--- config.mk ---
export PLATFORM = sky130hd
export DESIGN_NAME = key_input_conditioner
export DESIGN_NICKNAME = d
export VERILOG_FILES = /design/src/rtl/genius_pkg.sv /design/src/rtl/key_debounce_cell.sv /design/src/rtl/key_input_conditioner.sv
export SDC_FILE = /design/constraint.sdc
export NUM_CORES = 1
export LEC_CHECK = 0
export CORE_UTILIZATION = 55
export CTS_CLUSTER_DIAMETER = 150
export CTS_CLUSTER_SIZE = 30
export DETAILED_ROUTE_END_ITERATION = 16
export PLACE_DENSITY = 0.79
export SLEW_MARGIN = 20
export SYNTH_ARGS = -nofsm -noshare
export SYNTH_HDL_FRONTEND = slang
export SYNTH_SLANG_ARGS = --single-unit
--- constraint.sdc ---
create_clock -name CLOCK_50 -period 3.5 [get_ports CLOCK_50]
set_input_delay 0.7 -clock CLOCK_50 [delete_from_list [all_inputs] [get_ports CLOCK_50]]
set_output_delay 0.7 -clock CLOCK_50 [all_outputs]
set_load 0.01 [all_outputs]
--- src/rtl/genius_pkg.sv ---
// Shared definitions for the genius game datapath and its input conditioning.
// The key conditioner reads its default key count and debounce length from here.
package genius_pkg;

  // Four board push-buttons
  localparam int N_KEYS_DEF   = 4;

  // 10 ms at 50 MHz
  localparam int DEBOUNCE_DEF = 500000;

  // Encoded index of one board key
  typedef logic [1:0] key_code_t;

endpackage

--- src/rtl/key_debounce_cell.sv ---
// One push-button path: 2-FF synchroniser on the inverted raw KEY bit,
// followed by a debounce counter and the debounced "stable" flop.
// The synchroniser is cleared by the raw board reset so that it starts
// sampling the pin on the first edge after reset release. The counter and
// stable flop use the synchronised design reset.
module key_debounce_cell
  import genius_pkg::*;
#(
  parameter int DEBOUNCE_CYCLES = DEBOUNCE_DEF
) (
  input  logic clk,
  input  logic raw_rst_n,
  input  logic rst_n,
  input  logic key_n,
  output logic stable,
  output logic stable_next
);

  localparam int CNT_W = (DEBOUNCE_CYCLES > 2) ? $clog2(DEBOUNCE_CYCLES) : 1;
  localparam logic [CNT_W-1:0] CNT_LAST = CNT_W'(DEBOUNCE_CYCLES - 1);

  logic sync1_q, sync1_d;
  logic sync2_q, sync2_d;
  logic [CNT_W-1:0] cnt_q, cnt_d;
  logic stable_q, stable_d;

  // Synchroniser next values: invert so that 1 means "button held"
  always_comb begin
    sync1_d = ~key_n;
    sync2_d = sync1_q;
  end

  // Two-stage synchroniser for the asynchronous pin
  always_ff @(posedge clk or negedge raw_rst_n) begin
    if (!raw_rst_n) begin
      sync1_q <= 1'b0;
      sync2_q <= 1'b0;
    end else begin
      sync1_q <= sync1_d;
      sync2_q <= sync2_d;
    end
  end

  // Debounce: count cycles the synchronised level differs from stable,
  // accept the new level after DEBOUNCE_CYCLES consecutive differing cycles
  always_comb begin
    cnt_d    = cnt_q;
    stable_d = stable_q;
    if (sync2_q == stable_q) begin
      cnt_d = '0;
    end else if (cnt_q == CNT_LAST) begin
      stable_d = sync2_q;
      cnt_d    = '0;
    end else begin
      cnt_d = cnt_q + 1'b1;
    end
  end

  // Counter and debounced level registers
  always_ff @(posedge clk or negedge rst_n) begin
    if (!rst_n) begin
      cnt_q    <= '0;
      stable_q <= 1'b0;
    end else begin
      cnt_q    <= cnt_d;
      stable_q <= stable_d;
    end
  end

  assign stable      = stable_q;
  assign stable_next = stable_d;

endmodule

--- src/rtl/key_input_conditioner.sv ---
// Conditions the active-low board push-buttons into clean, encoded press
// events for the game datapath. Each key is synchronised and debounced in a
// key_debounce_cell; this level performs the single-key check, encodes the
// pressed index and registers the event.
//
// Optional feature: define KEY_PRESS_LATCH_EN to hold each event until the
// consumer acknowledges it with press_ack. Without it, press_valid is a
// one-cycle pulse and press_ack is ignored.
module key_input_conditioner
  import genius_pkg::*;
#(
  parameter int N_KEYS          = N_KEYS_DEF,
  parameter int DEBOUNCE_CYCLES = DEBOUNCE_DEF
) (
  input  logic                      CLOCK_50,
  input  logic                      reset_n,
  input  logic [N_KEYS-1:0]         KEY,
  input  logic                      enable,
  input  logic                      press_ack,
  output logic                      press_valid,
  output logic [$clog2(N_KEYS)-1:0] press_code,
  output logic [N_KEYS-1:0]         key_stable,
  output logic                      multi_err
);

  localparam int CODE_W = $clog2(N_KEYS);
  localparam int HELD_W = $clog2(N_KEYS + 1);

  logic [1:0]        rst_sync_q, rst_sync_d;
  logic              rst_int_n;
  logic [N_KEYS-1:0] stable_now;
  logic [N_KEYS-1:0] stable_next;
  logic [N_KEYS-1:0] rise;
  logic [HELD_W-1:0] held_count;
  logic [CODE_W-1:0] rise_code;
  logic              any_rise;
  logic              press_ok;
  logic              press_bad;

  logic              valid_q, valid_d;
  logic [CODE_W-1:0] code_q, code_d;
  logic              err_q, err_d;

  // Reset synchroniser shift: asserts with reset_n, releases two edges later
  always_comb begin
    rst_sync_d = {rst_sync_q[0], 1'b1};
  end

  // Reset synchroniser register
  always_ff @(posedge CLOCK_50 or negedge reset_n) begin
    if (!reset_n) begin
      rst_sync_q <= 2'b00;
    end else begin
      rst_sync_q <= rst_sync_d;
    end
  end

  assign rst_int_n = rst_sync_q[1];

  for (genvar g = 0; g < N_KEYS; g++) begin : g_key
    key_debounce_cell #(
      .DEBOUNCE_CYCLES(DEBOUNCE_CYCLES)
    ) u_cell (
      .clk        (CLOCK_50),
      .raw_rst_n  (reset_n),
      .rst_n      (rst_int_n),
      .key_n      (KEY[g]),
      .stable     (stable_now[g]),
      .stable_next(stable_next[g])
    );
  end

  // Press qualification on next-state levels: a rise is a clean press only
  // when it is the single key that will be held after this edge
  always_comb begin
    rise       = stable_next & ~stable_now;
    held_count = '0;
    rise_code  = '0;
    for (int i = 0; i < N_KEYS; i++) begin
      held_count = held_count + HELD_W'(stable_next[i]);
      if (rise[i]) begin
        rise_code = CODE_W'(i);
      end
    end
    any_rise  = |rise;
    press_ok  = enable && any_rise && (held_count == HELD_W'(1));
    press_bad = enable && any_rise && (held_count != HELD_W'(1));
  end

`ifdef KEY_PRESS_LATCH_EN
  // Latched events: hold until acknowledged; a press arriving while an
  // unacknowledged event is pending is dropped and flagged as an error
  always_comb begin
    valid_d = valid_q;
    code_d  = code_q;
    err_d   = press_bad;
    if (press_ok && (!valid_q || press_ack)) begin
      valid_d = 1'b1;
      code_d  = rise_code;
    end else begin
      if (valid_q && press_ack) begin
        valid_d = 1'b0;
      end
      if (press_ok) begin
        err_d = 1'b1;
      end
    end
  end
`else
  // Pulse events: one cycle per accepted press, code held until the next one
  always_comb begin
    valid_d = press_ok;
    code_d  = press_ok ? rise_code : code_q;
    err_d   = press_bad;
  end

  logic unused_press_ack;
  assign unused_press_ack = press_ack;
`endif

  // Event, code and error output registers
  always_ff @(posedge CLOCK_50 or negedge rst_int_n) begin
    if (!rst_int_n) begin
      valid_q <= 1'b0;
      code_q  <= '0;
      err_q   <= 1'b0;
    end else begin
      valid_q <= valid_d;
      code_q  <= code_d;
      err_q   <= err_d;
    end
  end

  assign press_valid = valid_q;
  assign press_code  = code_q;
  assign multi_err   = err_q;
  assign key_stable  = stable_now;

endmodule

==> results of run 1 <==
-- timing repair --
| item | 4_1_cts | 5_1_grt |
|---|---|---|
| buffers inserted | 0 | 1 |
| resized for setup | 0 | 4 |
| endpoints found under the setup margin | 0 | 2 |
-- synth_stat cells (2+ instances only) --
| master | count |
|---|---|
| nand4_1 | 14 |
| ha_1 | 6 |
| nor4_1 | 5 |
| o21ai_0 | 3 |
| mux2i_1 | 2 |
| and4_1 | 9 |
| nand3_1 | 30 |
| nor3_1 | 10 |
| or3_1 | 3 |
| nor4bb_1 | 2 |
| mux2_2 | 4 |
| nor4b_2 | 2 |
| inv_1 | 13 |
| nor2b_1 | 3 |
| or4b_1 | 2 |
| nand2_1 | 25 |
| xnor2_1 | 24 |
| a21oi_1 | 3 |
| nor3b_1 | 4 |
| buf_4 | 4 |
| buf_2 | 3 |
| dfrtp_1 | 94 |
| nand4b_1 | 2 |
| and3_1 | 9 |
| nor2_1 | 85 |
| xor2_1 | 44 |
| nand2b_1 | 2 |
-- state kept, by name, summed over array words and instances (netlist names) --
signal and cells:
g_key.u_cell.sync2_q 4, multi_err 1, press_valid 1, rst_sync_q 2, g_key.u_cell.sync1_q 4, press_code 2, g_key.u_cell.stable 4, g_key.u_cell.cnt_q 76
-- path summary, 6_finish.rpt --
kind | from | end | slack, ps | depth (start not counted)
min reg2reg | rst_sync_q[1] | g_key[1].u_cell.cnt_q[6] | 290 | 0
max reg2reg | g_key[0].u_cell.cnt_q[11] | press_code[0] | 190 | 11
min | rst_sync_q[1] | g_key[1].u_cell.cnt_q[6] | 290 | 0
max in group asynchronous | reset_n | rst_sync_q[1] | 2490 | 1
min in group CLOCK_50 | rst_sync_q[0] | rst_sync_q[1] | 350 | 0
max | g_key[0].u_cell.cnt_q[11] | press_code[0] | 190 | 11
-- where the power goes --
part | internal [uW] | switching, uW
Sequential | 1100 | 21.7
Clock | 339 | 392
Combinational | 22.5 | 37.6
Total | 1460 | 451
-- layout make-up --
| cell class | instances | share of cell area [%] |
|---|---|---|
| clock buffer | 9 | 2.52 |
| clock inverter | 7 | 1.60 |
| timing repair buffer | 18 | 3.87 |
| multi-input combinational | 310 | 40.4 |
| tap | 102 | 2.60 |
| sequential | 94 | 48.0 |
| inverter | 13 | 0.993 |
-- placed cells by master, fill, tap and decap left out, types with 3 or more instances in the layout --
| master | n |
|---|---|
| o21ai_0 | 3 |
| nand2_1 | 25 |
| clkdlybuf4s50_1 | 14 |
| nor2b_1 | 3 |
| nor3b_1 | 4 |
| or3_1 | 3 |
| inv_1 | 13 |
| nor3_1 | 10 |
| buf_4 | 3 |
| a21oi_1 | 3 |
| and3_1 | 9 |
| mux2_2 | 4 |
| xnor2_1 | 24 |
| and4_1 | 9 |
| nor4_1 | 4 |
| ha_1 | 6 |
| xor2_1 | 44 |
| clkbuf_8 | 9 |
| dfrtp_1 | 92 |
| nor2_1 | 84 |
| nand4_1 | 14 |
| nand3_1 | 30 |
-- per-stage QoR --
step                hold WS, ps  worst slack (ps)
CTS                         354              91.3
global placement            332               213
detailed placement          337               118
finish                      293               193
floorplan                   331               386
global route                341              21.4
-- worst register-to-register path, delay by kind of cell, from the launching register on --
kind | cells | cell delay, ps
compound gates | 1 | 220
fa+ha+maj | 3 | 960
flops | 1 | 460
mux | 2 | 530
simple gates | 5 | 1070
-- layer usage --
layer / wire (um) / global-route usage, % / part of all wire, %
met5: 0 / 0 / 0
met3: 164 / 2.74 / 2.2
met1: 3650 / 27.1 / 48
met4: 116 / 8.59 / 1.5
met2: 3610 / 30.7 / 48
-- cell families after synthesis --
| family | after synthesis |
|---|---|
| fa+ha+maj | 7 |
| buf+inv | 22 |
| simple gates | 216 |
| compound gates | 12 |
| other cells | 1 |
| mux | 6 |
| flops | 94 |
| xor+xnor | 68 |
==> results.txt, run 1 <==
Leaving out filler cells and counting taps, the final layout contains 553. For this run, the slowest stage of the critical path takes 540 ps. The final critical path takes up 94.5% of the cycle. The detailed router finished its first iteration with 132 violations. The number of warning messages in the yosys log was 0; the detailed-route wire length was 7540 um. Worst setup path category: register to register. The number of vias in the routed layout is 3005, and the proportion of layout cells with a drive suffix above 1 is 7.98%.

The clock root buffer is clkbuf_8. Entering global routing, the biggest net connects 85 pins. Yosys mapped a number of flops with a built-in enable equal to 0.

The tools report the count of standard-cell rows as 32. Setup violations remaining at the end of the flow were counted as 0. Headroom to the max-slew limit came out at 45.2%.

With fillers left out, the area of the finished cells amounts to 0.00491 mm^2. STA puts the critical path data required time at 3780 ps. The number of placed I/O pins was 16. The number of nets handed over by synthesis was 441. Summing the areas of all compound-gate instances in the mapped netlist gives 2.12% of the synthesized area.

The count of antenna-violating nets left after detailed routing came out at 0. During placement, the flow inserted port buffers numbering 14. The first-pass GRT wire length is 13000 um, and the synthesized area per cell is 10.4 um^2. 0 antenna diodes ended up in the layout.

The placed standard-cell area is 0.00466 mm^2. Most frequent cell on the critical path: ha_1. In this run, CTS created clock tree buffers numbering 9. STA classifies the critical path startpoint as a register. The tools report the end-of-flow core utilization as 63.2%. The insertion delay of the later-clocked pin in the worst-skew pair is 370 ps. The tightest min-delay check is of the register to asynchronous set/reset pin type. The number of fill cells was 614. Summed over all cells, the static leakage comes to 0.00211 uW. After clock tree synthesis, the clock-pin slew on the worst setup and hold paths is 100 ps. After detailed placement, the design holds a cell count of 535. The largest fanout on the critical path was 6. The floorplan step defined a die boundary enclosing 0.00841 mm^2.

TritonCTS built the clock tree. For this run the aggregate overflow at the end of global routing stands at 0. The power per cell area was 390 mW/mm^2; the number of different library cells in the post-synthesis netlist was 46. Across the run, the number of max-cap violations was 0. In the routed design, unresolved DRC markers number 0. For the worst setup path, the data arrival time is 3590 ps. For the count of pins over their slew limit, the log shows 0.

From synthesis to final layout, the design area changed by 11.0%. Setup repair after global routing left no endpoint under its margin. The mux share of post-synthesis cell area was 1.47%. The area share of xor/xnor cells in the synthesized design was 13.5%; the total area of sequential cells was 0.00236 mm^2. The weighted congestion reported at the end of routability-driven placement is 0.839. The first-pass detailed-route iteration total is 4, and the number of buffers on the longest clock path is 2. The worst-case IR drop observed on VDD is 0.230 mV. Total design power: 1910 uW.

Together, buffers and inverters on the worst path number 0. After legalization and detailed placement, the total HPWL measured 5080 um. Based on the critical path, the design can be clocked at up to 302 MHz. Cell count after synthesis: 426. For the pin with the worst max-slew slack, the measured transition is 821 ps. The area of the core region was 0.00777 mm^2.

The initial antenna violation count is 0. The run gives 0 ps as the final-layout setup total negative slack. In the global route stage, overall resource usage came out at 19.5%.

The area share of the leading cell type in the synthesized netlist is 53.1%. The simple logic cell fraction of the synthesized area was 25.3%. For this design, the CTS-stage hold fixing added 0 buffers. The sequential cell area fraction in the yosys report is 53.1%, and the number of storage elements in the synthesis netlist is 94.

The worst setup path is captured at a register. The run finished with clean final reports. dfrtp_1 takes more of the synthesized area than any other cell. Largest family of logic cells by synthesized area: simple AND/OR/NAND/NOR gates. The die width is 91.7 um. For the number of global-route vias before repair, the log shows 2947. The net count of the finished layout is 461. The proportion of synthesized flip-flops having asynchronous set or reset works out to 100%.

In the routed layout, each cell is associated on average with a via count of 5.43. After synthesis the cells add up to 0.00443 mm^2. The H-tree was split into 3 levels. For this design, the slowest cell found on the critical path is or4b_4. The critical path's top delay family is simple AND/OR/NAND/NOR gates.

The tools report the initial cell density of the core as 57.0%. By area the synthesized netlist is led by dfrtp_1, xor2_1, nor2_1. The average routed wire per standard cell came out at 13.6 um. In the final layout, the multi-input gates occupy 0.00199 mm^2. Across the routed clock network, the largest skew measured is 14.3 ps. Clock tree synthesis found a total of 94 sinks. Counting I/O delays and the setup requirement, the final critical path takes 3310 ps.

After Yosys synthesis, full adders, half adders and majority gates account for 2.15% of the synthesized area. Floorplan die height: 91.7 um. Traced cell by cell, the critical path runs through or4b_4 -> nor4_2 -> nand2_1 -> mux2_2 -> fa_1 -> ha_1 -> ha_1 -> nor2_2 -> nand3_1 -> a31oi_4 -> mux2i_1. For the number of hold-slack violations in the final timing report, the log shows 0. The leading register cell type out of synthesis was dfrtp_1.
No activity file was read; power rests on OpenSTA's default activity.
==> run 2, diff against run 1 <==
- CORE_MARGIN: unset -> 4
- SKIP_LAST_GASP: unset -> 1
==> run 2 against run 1 <==
Largest power group unchanged. Critical path type unchanged. Critical path depth did not move. Global-route usage down 2.5 points. Die area increased by 14%. Clock-buffer cell count rose by 1. Sequential share of layout area is essentially flat. Register-to-register slack barely moved.
==> results.txt, run 2 (same netlist as run 1, synthesis figures left out) <==
The top layer used by detailed routing was met4 (unchanged). The tools report the count of pins over their slew limit as 0 (unchanged). The tools report the count of antenna-violating nets left after detailed routing as 0 (unchanged). The top register by number of flip-flops was g_key.u_cell.cnt_q (unchanged).

The worst setup path category is register to register (unchanged). The quantity of I/O buffers inserted on ports is 14 (unchanged), and the number of buffers on the longest clock path is 2 (unchanged). The critical path required time was 3770 ps (was 3780 ps); the initial cell density of the core was 57.0% (unchanged). The tools report the worst max-slew margin expressed relative to the limit as 47.5% (was 45.2%). The tools report the count of standard-cell rows as 32 (unchanged). The first-pass GRT wire length is 13400 um (was 13000 um), and the number of flip-flops under the largest register name is 76 (unchanged). The leakage power total was 0.00212 uW (was 0.00211 uW). The initial antenna violation count is 0 (unchanged). Commonest cells after routing, fill and taps aside: dfrtp_1, nor2_1, xor2_1, nand3_1 (was dfrtp_1, nor2_1, xor2_1, nand3_1, nand2_1). Clock net sink count: 94 (unchanged).

The arrival time at the worst endpoint was 3590 ps (about the same); the number of hold-slack violations in the final timing report was 0 (unchanged). The power per cell area was 367 mW/mm^2 (was 390 mW/mm^2). The tools report the startpoint of the worst-slack reg-to-reg timing path as g_key[0].u_cell.cnt_q[12] (was g_key[0].u_cell.cnt_q[11]). TritonCTS built the clock tree.

Routed metal-1 wire length: 3540 um (was 3650 um). Switching fraction of total power: 23.3% (was 23.6%). The number of global-route vias before repair came out at 2982 (was 2947).

Count of antenna diodes in the layout: 0 (unchanged). The transition time at the pin with the least slew margin works out to 787 ps (was 821 ps). The run gives 1380 uW (was 1460 uW) as the internal power.

The tools report the startpoint type of the worst setup path as a register (unchanged). The clock slew at the register clock pins of the worst setup and hold paths was 90 ps (was 100 ps). Ordered cell list for the critical path: or4b_4 -> nor4_4 -> nand2_2 -> mux2_4 -> fa_1 -> ha_2 -> ha_4 -> nor2_2 -> nand3_2 -> a31oi_4 -> mux2i_1 (was or4b_4 -> nor4_2 -> nand2_1 -> mux2_2 -> fa_1 -> ha_1 -> ha_1 -> nor2_2 -> nand3_1 -> a31oi_4 -> mux2i_1). Clock root buffer: clkbuf_8 (unchanged).

For the number of design rule violations left after detail routing, the log shows 0 (unchanged). Most frequent standard cell in the layout excluding fill and tap cells: dfrtp_1 (unchanged). Weighted congestion reported at the end of routability-driven placement: 0.794 (was 0.839). The largest net degree at the start of global routing came out at 85 (unchanged). The run gives 16 (unchanged) as the number of placed I/O pins.

The logs give 350 ps (was 370 ps) for the insertion delay of the later-clocked pin in the worst-skew pair and 3 (unchanged) for the H-tree depth. For the part of the total power dissipated in combinational logic, the log shows 3.5% (was 3.1%). The flow ran to the end, and the final reports show no timing, DRC or antenna violations. Setup repair after global routing left no endpoint under its margin.

The setup skew after layout was 7.57 ps (was 14.3 ps). The length of routed met3 wiring was 234 um (was 164 um). For the number of setup violations in the final report, the log shows 0 (unchanged).

The source of the critical timing path was g_key[0].u_cell.cnt_q[12] (was g_key[0].u_cell.cnt_q[11]). For the HPWL after detailed placement, the log shows 5290 um (was 5080 um). The DRC violation total after the first TritonRoute iteration came out at 100 (was 132). The run gives 3022 (was 3005) as the number of vias in the routed layout.

Endpoint kind of the worst setup timing path: a register (unchanged). The layout net count is 462 (was 461). The post-route minimum period was 3320 ps (was 3310 ps). The largest fanout on the critical path is 5 (was 6), and the area of the core region is 0.00777 mm^2 (unchanged).

The detailed route wirelength on metal2 is 3880 um (was 3610 um), and the total congestion overflow is 0 (unchanged). Die width: 97.7 um (was 91.7 um). The maximum clock frequency was 302 MHz (about the same); the overall track demand over capacity in global routing was 17.0% (was 19.5%). The worst hold-check slack is 247 ps (was 293 ps). Largest stage delay on the critical path: 560 ps (was 540 ps). The proportion of power drawn by flip-flops and latches is 62.2% (was 58.7%), and the proportion of layout cells with a drive suffix above 1 is 9.07% (was 7.98%). The total die area came out at 0.00955 mm^2 (was 0.00841 mm^2). For the count of placed standard cells in the final layout, fillers left out, the log shows 554 (was 553). For the final-layout setup total negative slack, the log shows 0 ps (unchanged). The final critical-path share of the clock period works out to 94.7% (was 94.5%). Mean number of vias per cell: 5.45 (was 5.43). The floorplan die height is 97.7 um (was 91.7 um), and the worst ir drop on vdd is 0.250 mV (was 0.230 mV).

The worst min-delay path class is register to asynchronous set/reset pin (unchanged). The switching component of the power was 421 uW (was 451 uW); the clock network fraction of total power was 34.2% (was 38.2%). The run gives 535 (unchanged) as the number of instances in the placed design.

The total clock buffers created by CTS was 9 (unchanged). The area overhead of the layout relative to synthesis came out at 11.1% (was 11.0%). The run gives 0 (unchanged) as the count of max-cap constraint violations. The average routed wire per standard cell is 14.0 um (was 13.6 um), and the detailed-route wire length is 7770 um (was 7540 um). Slowest stage cell on the critical path: or4b_4 (unchanged). The run gives 4 (unchanged) as the first-pass detailed-route iteration total.
run 2: area by class of cell:
type / instances / area (um^2)
inverters: 13 / 48.8
flip-flops and latches: 94 / 2360
repair buffers: 19 / 198
fillers: 661 / 2850
well taps: 102 / 128
clock buffers: 10 / 128
multi-input cells: 310 / 2020
clock inverters: 6 / 37.5
run 2: timing repair:
item	4_1_cts	5_1_grt
hold buffers	0	0
resized for setup	0	11
buffers inserted	0	2
setup endpoints to repair	0	2
run 2: layer usage:
| layer | GRT usage [%] | up-vias |
|---|---|---|
| met1 | 22.4 | 1492 |
| met2 | 28.0 | 38 |
| met3 | 4.02 | 11 |
| li1 | - | 1481 |
| met5 | 0 | - |
| met4 | 5.54 | 0 |
run 2: power by group through the flow:
stage	Combinational, uW	Sequential (uW)	Clock [uW]
6_report	63.8	1120	617
5_1_grt	74.7	1130	684
4_1_cts	48.8	1140	644
3_5_place_dp	48.5	1160	0
3_3_place_gp	46.4	1160	0
2_1_floorplan	31.7	1150	0
run 2: critical path, delay by kind of cell, from the launching register on:
kind | cells | cell delay [ps]
AOI/OAI and AO/OA | 1 | 210
adders and majority gates | 3 | 900
DFF | 1 | 440
muxes | 2 | 530
and+or+nand+nor | 5 | 1160
run 2: path summary, 6_finish.rpt:
| kind | slack [ps] | endpoint | cells past startpoint |
|---|---|---|---|
| min in group CLOCK_50 | 350 | g_key[2].u_cell.sync2_q | 0 |
| worst min-delay path | 250 | g_key[1].u_cell.cnt_q[0] | 0 |
| worst max register to register | 180 | press_code[0] | 11 |
| max in group asynchronous | 2480 | rst_sync_q[1] | 1 |
| worst max-delay path | 180 | press_code[0] | 11 |
| worst min register to register | 250 | g_key[1].u_cell.cnt_q[0] | 0 |
run 2: stage by stage:
step	worst slack (ps)	power, uW	utilization [%]	instance area, um^2
2_1_floorplan	386	1180	-	4430
6_report	184	1800	63.3	4920
3_3_place_gp	214	1200	60.0	4660
5_1_grt	36.9	1880	63.3	4920
3_5_place_dp	100	1210	60.0	4660
4_1_cts	52.1	1830	62.1	4830
==> run 3, diff against run 2 <==
- CAP_MARGIN: unset -> 20
==> results of run 3 <==
No change in the layout: final DEF, timing and power equal those of run 2.
